==> config.mk <==
export PLATFORM = sky130hd
export DESIGN_NAME = blink_rtc_flat
export DESIGN_NICKNAME = d
export VERILOG_FILES = /design/src/rtl/blink_rtc_if.sv /design/src/rtl/blink_rtc.sv /design/src/flat_wrapper.sv
export SDC_FILE = /design/constraint.sdc
export NUM_CORES = 1
export LEC_CHECK = 0
export BUFFER_PORTS_ARGS = -buffer_cell sky130_fd_sc_hd__buf_2
export CAP_MARGIN = 0
export CORE_ASPECT_RATIO = 0.9
export CORE_MARGIN = 2
export CORE_UTILIZATION = 37
export CTS_CLUSTER_DIAMETER = 80
export DETAILED_ROUTE_END_ITERATION = 12
export GPL_ROUTABILITY_DRIVEN = 0
export SYNTH_ARGS = -nofsm -noshare
export SYNTH_HDL_FRONTEND = slang
export SYNTH_SLANG_ARGS = --single-unit
==> constraint.sdc <==
create_clock -name mck -period 2.6 [get_ports mck]
set_input_delay 0.13 -clock mck [delete_from_list [all_inputs] [get_ports mck]]
set_output_delay 0.13 -clock mck [all_outputs]
set_load 0.01 [all_outputs]
==> src/rtl/blink_rtc_if.sv <==
// blink_rtc_if: Z80 I/O bus port of the blink RTC (strobes, address, write data, registered read data).
interface blink_rtc_if;
  logic       io_wr;
  logic       io_rd;
  logic [7:0] io_addr;
  logic [7:0] io_wdata;
  logic [7:0] io_rdata;

  modport master (
    output io_wr, io_rd, io_addr, io_wdata,
    input  io_rdata
  );

  modport slave (
    input  io_wr, io_rd, io_addr, io_wdata,
    output io_rdata
  );
endinterface

==> src/rtl/blink_rtc.sv <==
// blink_rtc: Z88 blink real-time clock - tick prescaler, tick/second/minute counters, timer interrupt.
// Option BLINK_RTC_SNAPSHOT_EN: a $D0 read latches tim1/timm into a shadow read back at $D1-$D4.
module blink_rtc #(
  parameter int TICK_DIV      = 49152,
  parameter int TICKS_PER_SEC = 200,
  parameter int SECS_PER_MIN  = 60,
  parameter int MIN_W         = 21
) (
  input  logic       mck,
  input  logic       rin,
  input  logic       restim,
  input  logic       inta,
  blink_rtc_if.slave bus,
  output logic       irq,
  output logic       tick_stb
);
  localparam int PRE_W = $clog2(TICK_DIV);

  logic [PRE_W-1:0] presc;
  logic [7:0]       tim0;
  logic [5:0]       tim1;
  logic [MIN_W-1:0] timm;
  logic [2:0]       tsta;
  logic [2:0]       tsta_nxt;
  logic [2:0]       tmk;
  logic             gint;
  logic             tint;
  logic             tick;
  logic             sec_carry;
  logic             min_carry;
  logic             wr_b1;
  logic             wr_b4;
  logic             wr_b5;
  logic [5:0]       rd_tim1;
  logic [23:0]      rd_timm;
  logic             unused_wdata;

  assign tick      = !restim && (presc == PRE_W'(TICK_DIV - 1));
  assign sec_carry = tick && (tim0 == 8'(TICKS_PER_SEC - 1));
  assign min_carry = sec_carry && (tim1 == 6'(SECS_PER_MIN - 1));

  assign wr_b1 = bus.io_wr && (bus.io_addr == 8'hB1);
  assign wr_b4 = bus.io_wr && (bus.io_addr == 8'hB4);
  assign wr_b5 = bus.io_wr && (bus.io_addr == 8'hB5);

  assign unused_wdata = ^bus.io_wdata[7:3];

  // Prescaler and time counters
  always_ff @(posedge mck or posedge rin) begin
    if (rin) begin
      presc    <= '0;
      tim0     <= '0;
      tim1     <= '0;
      timm     <= '0;
      tick_stb <= 1'b0;
    end else if (restim) begin
      presc    <= '0;
      tim0     <= '0;
      tim1     <= '0;
      timm     <= '0;
      tick_stb <= 1'b0;
    end else begin
      tick_stb <= tick;
      presc    <= tick ? '0 : presc + 1'b1;
      if (tick) begin
        tim0 <= sec_carry ? '0 : tim0 + 8'd1;
        if (sec_carry)
          tim1 <= min_carry ? '0 : tim1 + 6'd1;
        if (min_carry)
          timm <= timm + 1'b1;
      end
    end
  end

  // Clears are applied first so an event on the same cycle always leaves its bit set
  always_comb begin
    tsta_nxt = tsta;
    if (wr_b4)
      tsta_nxt = tsta_nxt & ~bus.io_wdata[2:0];
    if (inta)
      tsta_nxt = tsta_nxt & ~tmk;
    tsta_nxt = tsta_nxt | {min_carry, sec_carry, tick};
    if (restim)
      tsta_nxt = '0;
  end

  // Status, mask, enables and registered interrupt request
  always_ff @(posedge mck or posedge rin) begin
    if (rin) begin
      tsta <= '0;
      tmk  <= '0;
      gint <= 1'b0;
      tint <= 1'b0;
      irq  <= 1'b0;
    end else begin
      tsta <= tsta_nxt;
      if (wr_b1) begin
        gint <= bus.io_wdata[0];
        tint <= bus.io_wdata[1];
      end
      if (wr_b5)
        tmk <= bus.io_wdata[2:0];
      irq <= gint & tint & (|(tsta & tmk));
    end
  end

`ifdef BLINK_RTC_SNAPSHOT_EN
  logic [5:0]       snap_tim1;
  logic [MIN_W-1:0] snap_timm;

  always_ff @(posedge mck or posedge rin) begin
    if (rin) begin
      snap_tim1 <= '0;
      snap_timm <= '0;
    end else if (bus.io_rd && (bus.io_addr == 8'hD0)) begin
      snap_tim1 <= tim1;
      snap_timm <= timm;
    end
  end

  assign rd_tim1 = snap_tim1;
  assign rd_timm = 24'(snap_timm);
`else
  assign rd_tim1 = tim1;
  assign rd_timm = 24'(timm);
`endif

  // Registered read data; undecoded reads keep the previous value
  always_ff @(posedge mck or posedge rin) begin
    if (rin) begin
      bus.io_rdata <= '0;
    end else if (bus.io_rd) begin
      case (bus.io_addr)
        8'hB1:   bus.io_rdata <= {6'b0, irq, 1'b0};
        8'hB5:   bus.io_rdata <= {5'b0, tsta};
        8'hD0:   bus.io_rdata <= tim0;
        8'hD1:   bus.io_rdata <= {2'b0, rd_tim1};
        8'hD2:   bus.io_rdata <= rd_timm[7:0];
        8'hD3:   bus.io_rdata <= rd_timm[15:8];
        8'hD4:   bus.io_rdata <= rd_timm[23:16];
        default: bus.io_rdata <= bus.io_rdata;
      endcase
    end
  end
endmodule
==> src/flat_wrapper.sv <==
// flat-port wrapper written by rule: the top's interface ports become plain ports
module blink_rtc_flat 
#(
  parameter int TICK_DIV      = 49152,
  parameter int TICKS_PER_SEC = 200,
  parameter int SECS_PER_MIN  = 60,
  parameter int MIN_W         = 21
)
  (mck, rin, restim, inta, irq, tick_stb, bus_io_wr, bus_io_rd, bus_io_addr, bus_io_wdata, bus_io_rdata);
  blink_rtc_if bus_i ();
  input  logic mck;
  input  logic rin;
  input  logic restim;
  input  logic inta;
  output logic irq;
  output logic tick_stb;
  input wire logic [$bits(bus_i.io_wr)-1:0] bus_io_wr;
  input wire logic [$bits(bus_i.io_rd)-1:0] bus_io_rd;
  input wire logic [$bits(bus_i.io_addr)-1:0] bus_io_addr;
  input wire logic [$bits(bus_i.io_wdata)-1:0] bus_io_wdata;
  output wire logic [$bits(bus_i.io_rdata)-1:0] bus_io_rdata;
  assign bus_i.io_wr = bus_io_wr;
  assign bus_i.io_rd = bus_io_rd;
  assign bus_i.io_addr = bus_io_addr;
  assign bus_i.io_wdata = bus_io_wdata;
  assign bus_io_rdata = bus_i.io_rdata;
  blink_rtc #(.TICK_DIV(TICK_DIV), .TICKS_PER_SEC(TICKS_PER_SEC), .SECS_PER_MIN(SECS_PER_MIN), .MIN_W(MIN_W)) u_core (.mck(mck), .rin(rin), .restim(restim), .inta(inta), .bus(bus_i), .irq(irq), .tick_stb(tick_stb));
endmodule
==> summary.txt <==
Pwr
  – Pwr dens: 540 nW/um^2
  – Final Power: around 2400 uW
  – Peak supply drop: around 0.27 mV
  – Leakage Power: just over 0.002 uW

Synthesis
  – Synth area leaders: dfrtp_1 (45%), nand2_1 (5.2%), xor2_1 (3.9%), nor2_1 (3.8%), mux2i_1 (3.1%)
  – Post-Synth Simple-Gate Area: between 20 and 30%
  – Synth Instances: 394
  – Ys Warns: 0
  – Main combinational cell family by area after synthesis: simple AND/OR/NAND/NOR gates
  – Post-synth EDFFs: 0
  – Synth Area in Compound Gates: approximately 11%
  – Yosys top cell by area: dfrtp_1
  – Unique masters post-synth: 59
  – Mean Syn Cell Area: just under 10 sq um
  – Mux contribution to synthesized area: 7.81%
  – Adder-Cell Fraction of Synth Area: 1.30%
  – Post-synth ARST share: 100%
  – Post-synth top area share: 44.9%
  – Sequential fraction of the synthesis area: between 40% and 50%
  – Synth Register Bits: between 60 and 70
  – Top_reg_cell synth: dfrtp_1
  – Post-Syn Area: between 3000 and 4000 sq um
  – Post-synth net total: between 400 and 500
  – Post-Synth XOR/XNOR Area: between 5 and 6%

Critical path
  – Critical Path RT: about 2.8 ns
  – R2R setup slack: just over 0.3 ns
  – Crit Path Class: register to register
  – Arrival @ worst endpoint: around 2.5 ns
  – Crit path capture type: register
  – Crit path max fanout: 7
  – Highest-delay cell along the critical path: nor4b_4
  – Reg2reg start: u_core.tim0[0]
  – Worst reg2reg endpoint: u_core.timm[19]
  – Worst-path cell chain: ha_1 > nor4bb_1 > nand4b_1 > buf_4 > nor4b_4 > a211oi_1 > a31o_2
  – R2r worst-path depth: 7
  – Crit path largest cell delay: 0.47 ns
  – Startpoint Class: register

GRT
  – Total GRT Usage: 16.8%
  – Remaining Overflow, GRT: 0
  – Vias in the first global route: 2984
  – Largest net degree at the start of global routing: 43
  – Antenna violations before repair: 0
  – First-pass GRT wire length: approximately 15000 microns

Cells and area
  – Leading cell types in the layout, fill and taps excluded: dfrtp_1 (69), nand2_1 (53), nor2_1 (39)
  – Most common cell after layout, fill and taps aside: dfrtp_1
  – Final Core Density: approximately 44%
  – Final #Nets: 455
  – Finished Layout Cells: around 560
  – Area grow syn2layout: 15.6%
  – Fillers: around 980
  – Inserted Diodes: 0
  – Share of layout cells above drive strength 1: between 10% and 20%

Clock network
  – Cts repair resizes: 0
  – CTS tree: yes
  – Htree depth: 3
  – CTS Root Cell: clkbuf_16
  – Reg clk slew, reported paths: ~0.06 ns
  – CTS max path bufs: 2
  – CTS Sinks: just under 70
  – Total CTS buffers: 9
  – Clock Latency Late Sink: about 0.33 ns

Die
  – Num rows: 35
  – Die height: 101 microns
  – I/O pin count: 32
  – Die width: 111 microns
  – Initial Utilization: between 30% and 40%
  – Die area: 11200 sq um
  – Core ar.: a little over 10000 sq um

Timing
  – Crit share post-route: 88.2%
  – Final setup margin: between 0.3 and 0.4 ns
  – RSZ-0062 raised after global routing: no
  – Clock skew: 0.00499 ns
  – Slew headroom: a little under three fifths
  – Final hold vios: 0
  – Final setup fails: 0
  – Peak Freq: between 400 and 500 MHz
  – Slew Limit Fails: 0
  – Worst-margin pin slew: ~0.66 ns
  – Final TNS setup: 0 ns
  – Tmin final: 2.29 ns

Route
  – Routed Antenna Nets: 0
  – WL final: roughly 9000 microns
  – First drt pass iteration count: 4
  – Wire per inst: approximately 16 microns
  – Via density: around 5.5
  – Vias: about 3.1k
  – First DRT Iteration DRCs: ~220
  – Drc violations: 0

Worst hold path
  – Min-delay src: bus_io_wdata[2]
  – Hold Crit Class: input port to register
  – WHS Path Cells: 3
  – Min-Delay Endpoint: u_core.tmk[2]

Outcome
  – Status: finished clean

Place
  – I/O Buffers: 26
  – DP Worst Slack: 0.325 ns
  – DP Cell Count: 546
  – Dpl hpwl: between 6000 and 7000 microns

Job
  – Max cap viols: 0
## worst max path at each step
stage	startpoint	to	slack, ns
2_1_floorplan	u_core.tim0[0]	u_core.timm[3]	0.45
3_3_place_gp	u_core.tim0[0]	u_core.timm[19]	0.34
3_5_place_dp	u_core.tim0[0]	u_core.timm[19]	0.33
4_1_cts	u_core.tim0[0]	u_core.timm[19]	0.31
5_1_grt	u_core.tim0[0]	u_core.timm[19]	0.10
6_report	u_core.tim0[0]	u_core.timm[19]	0.31
## per-layer routing
metal / GRT usage [%] / vias up / routed length, microns
met5: 0 / - / 0
met4: 6.74 / 0 / 200
met3: 3.01 / 18 / 386
met2: 26.1 / 95 / 3970
met1: 23.4 / 1493 / 4440
li1: - / 1507 / -
## critical path, delay by kind of cell, from the launching register on
family,cells,cell delay (ns)
compound gates,2,0.37
fa+ha+maj,1,0.24
buf+inv,1,0.19
flops,1,0.44
simple gates,3,0.93
## power by group
part           internal (uW)  leakage (uW)  switching [uW]  total (uW)
combinational           37.9      0.000983            77.5         115
clock                    732      0.000138             456        1190
sequential              1090      0.000958            8.25        1090
## cell usage after synthesis, types with 9 or more instances
cell type	instances
dfrtp_1	69
nand2_1	53
nor2_1	39
xor2_1	17
nand4_1	16
o21ai_0	15
and3_1	14
nand3_1	14
mux2i_1	12
inv_1	11
a21oi_1	10
mux2_2	10
nor3_1	9
## flip-flops by register name, summed over array words and instances, names as in the netlist
name and count:
u_core.tim0 8, u_core.tmk 3, u_core.bus.io_rdata 8, u_core.presc 16, u_core.timm 21, u_core.irq 1
u_core.gint 1, u_core.rd_tim1 6, u_core.tick_stb 1, u_core.tint 1, u_core.tsta 3
## cells by family after synthesis
group,after synthesis
fa+ha+maj,4
xor+xnor,22
mux,25
simple gates,192
buf+inv,23
flops,69
compound gates,59
## stage by stage
| stage | hold WS [ns] | cell area (sq um) |
|---|---|---|
| finish | 0.0695 | 4440 |
| global placement | 0.259 | 4150 |
| floorplan | 0.289 | 3840 |
| CTS | 0.0717 | 4440 |
| detailed placement | 0.270 | 4150 |
| global route | 0.0981 | 4440 |
## what timing repair did
action,CTS,global route
hold buffers,1,0
buffers inserted,0,0
endpoints found under the hold margin,27,0
## layout make-up
cell class / instances / area [sq um] / area share (%)
clock buffer: 10 / 229 / 5.15
inverter: 11 / 41.3 / 0.929
tap: 129 / 161 / 3.63
multi-input combinational: 302 / 2010 / 45.3
sequential: 69 / 1730 / 38.9
timing repair buffer: 36 / 220 / 4.96
clock inverter: 5 / 52.6 / 1.18
No activity file was read; power rests on OpenSTA's default activity.
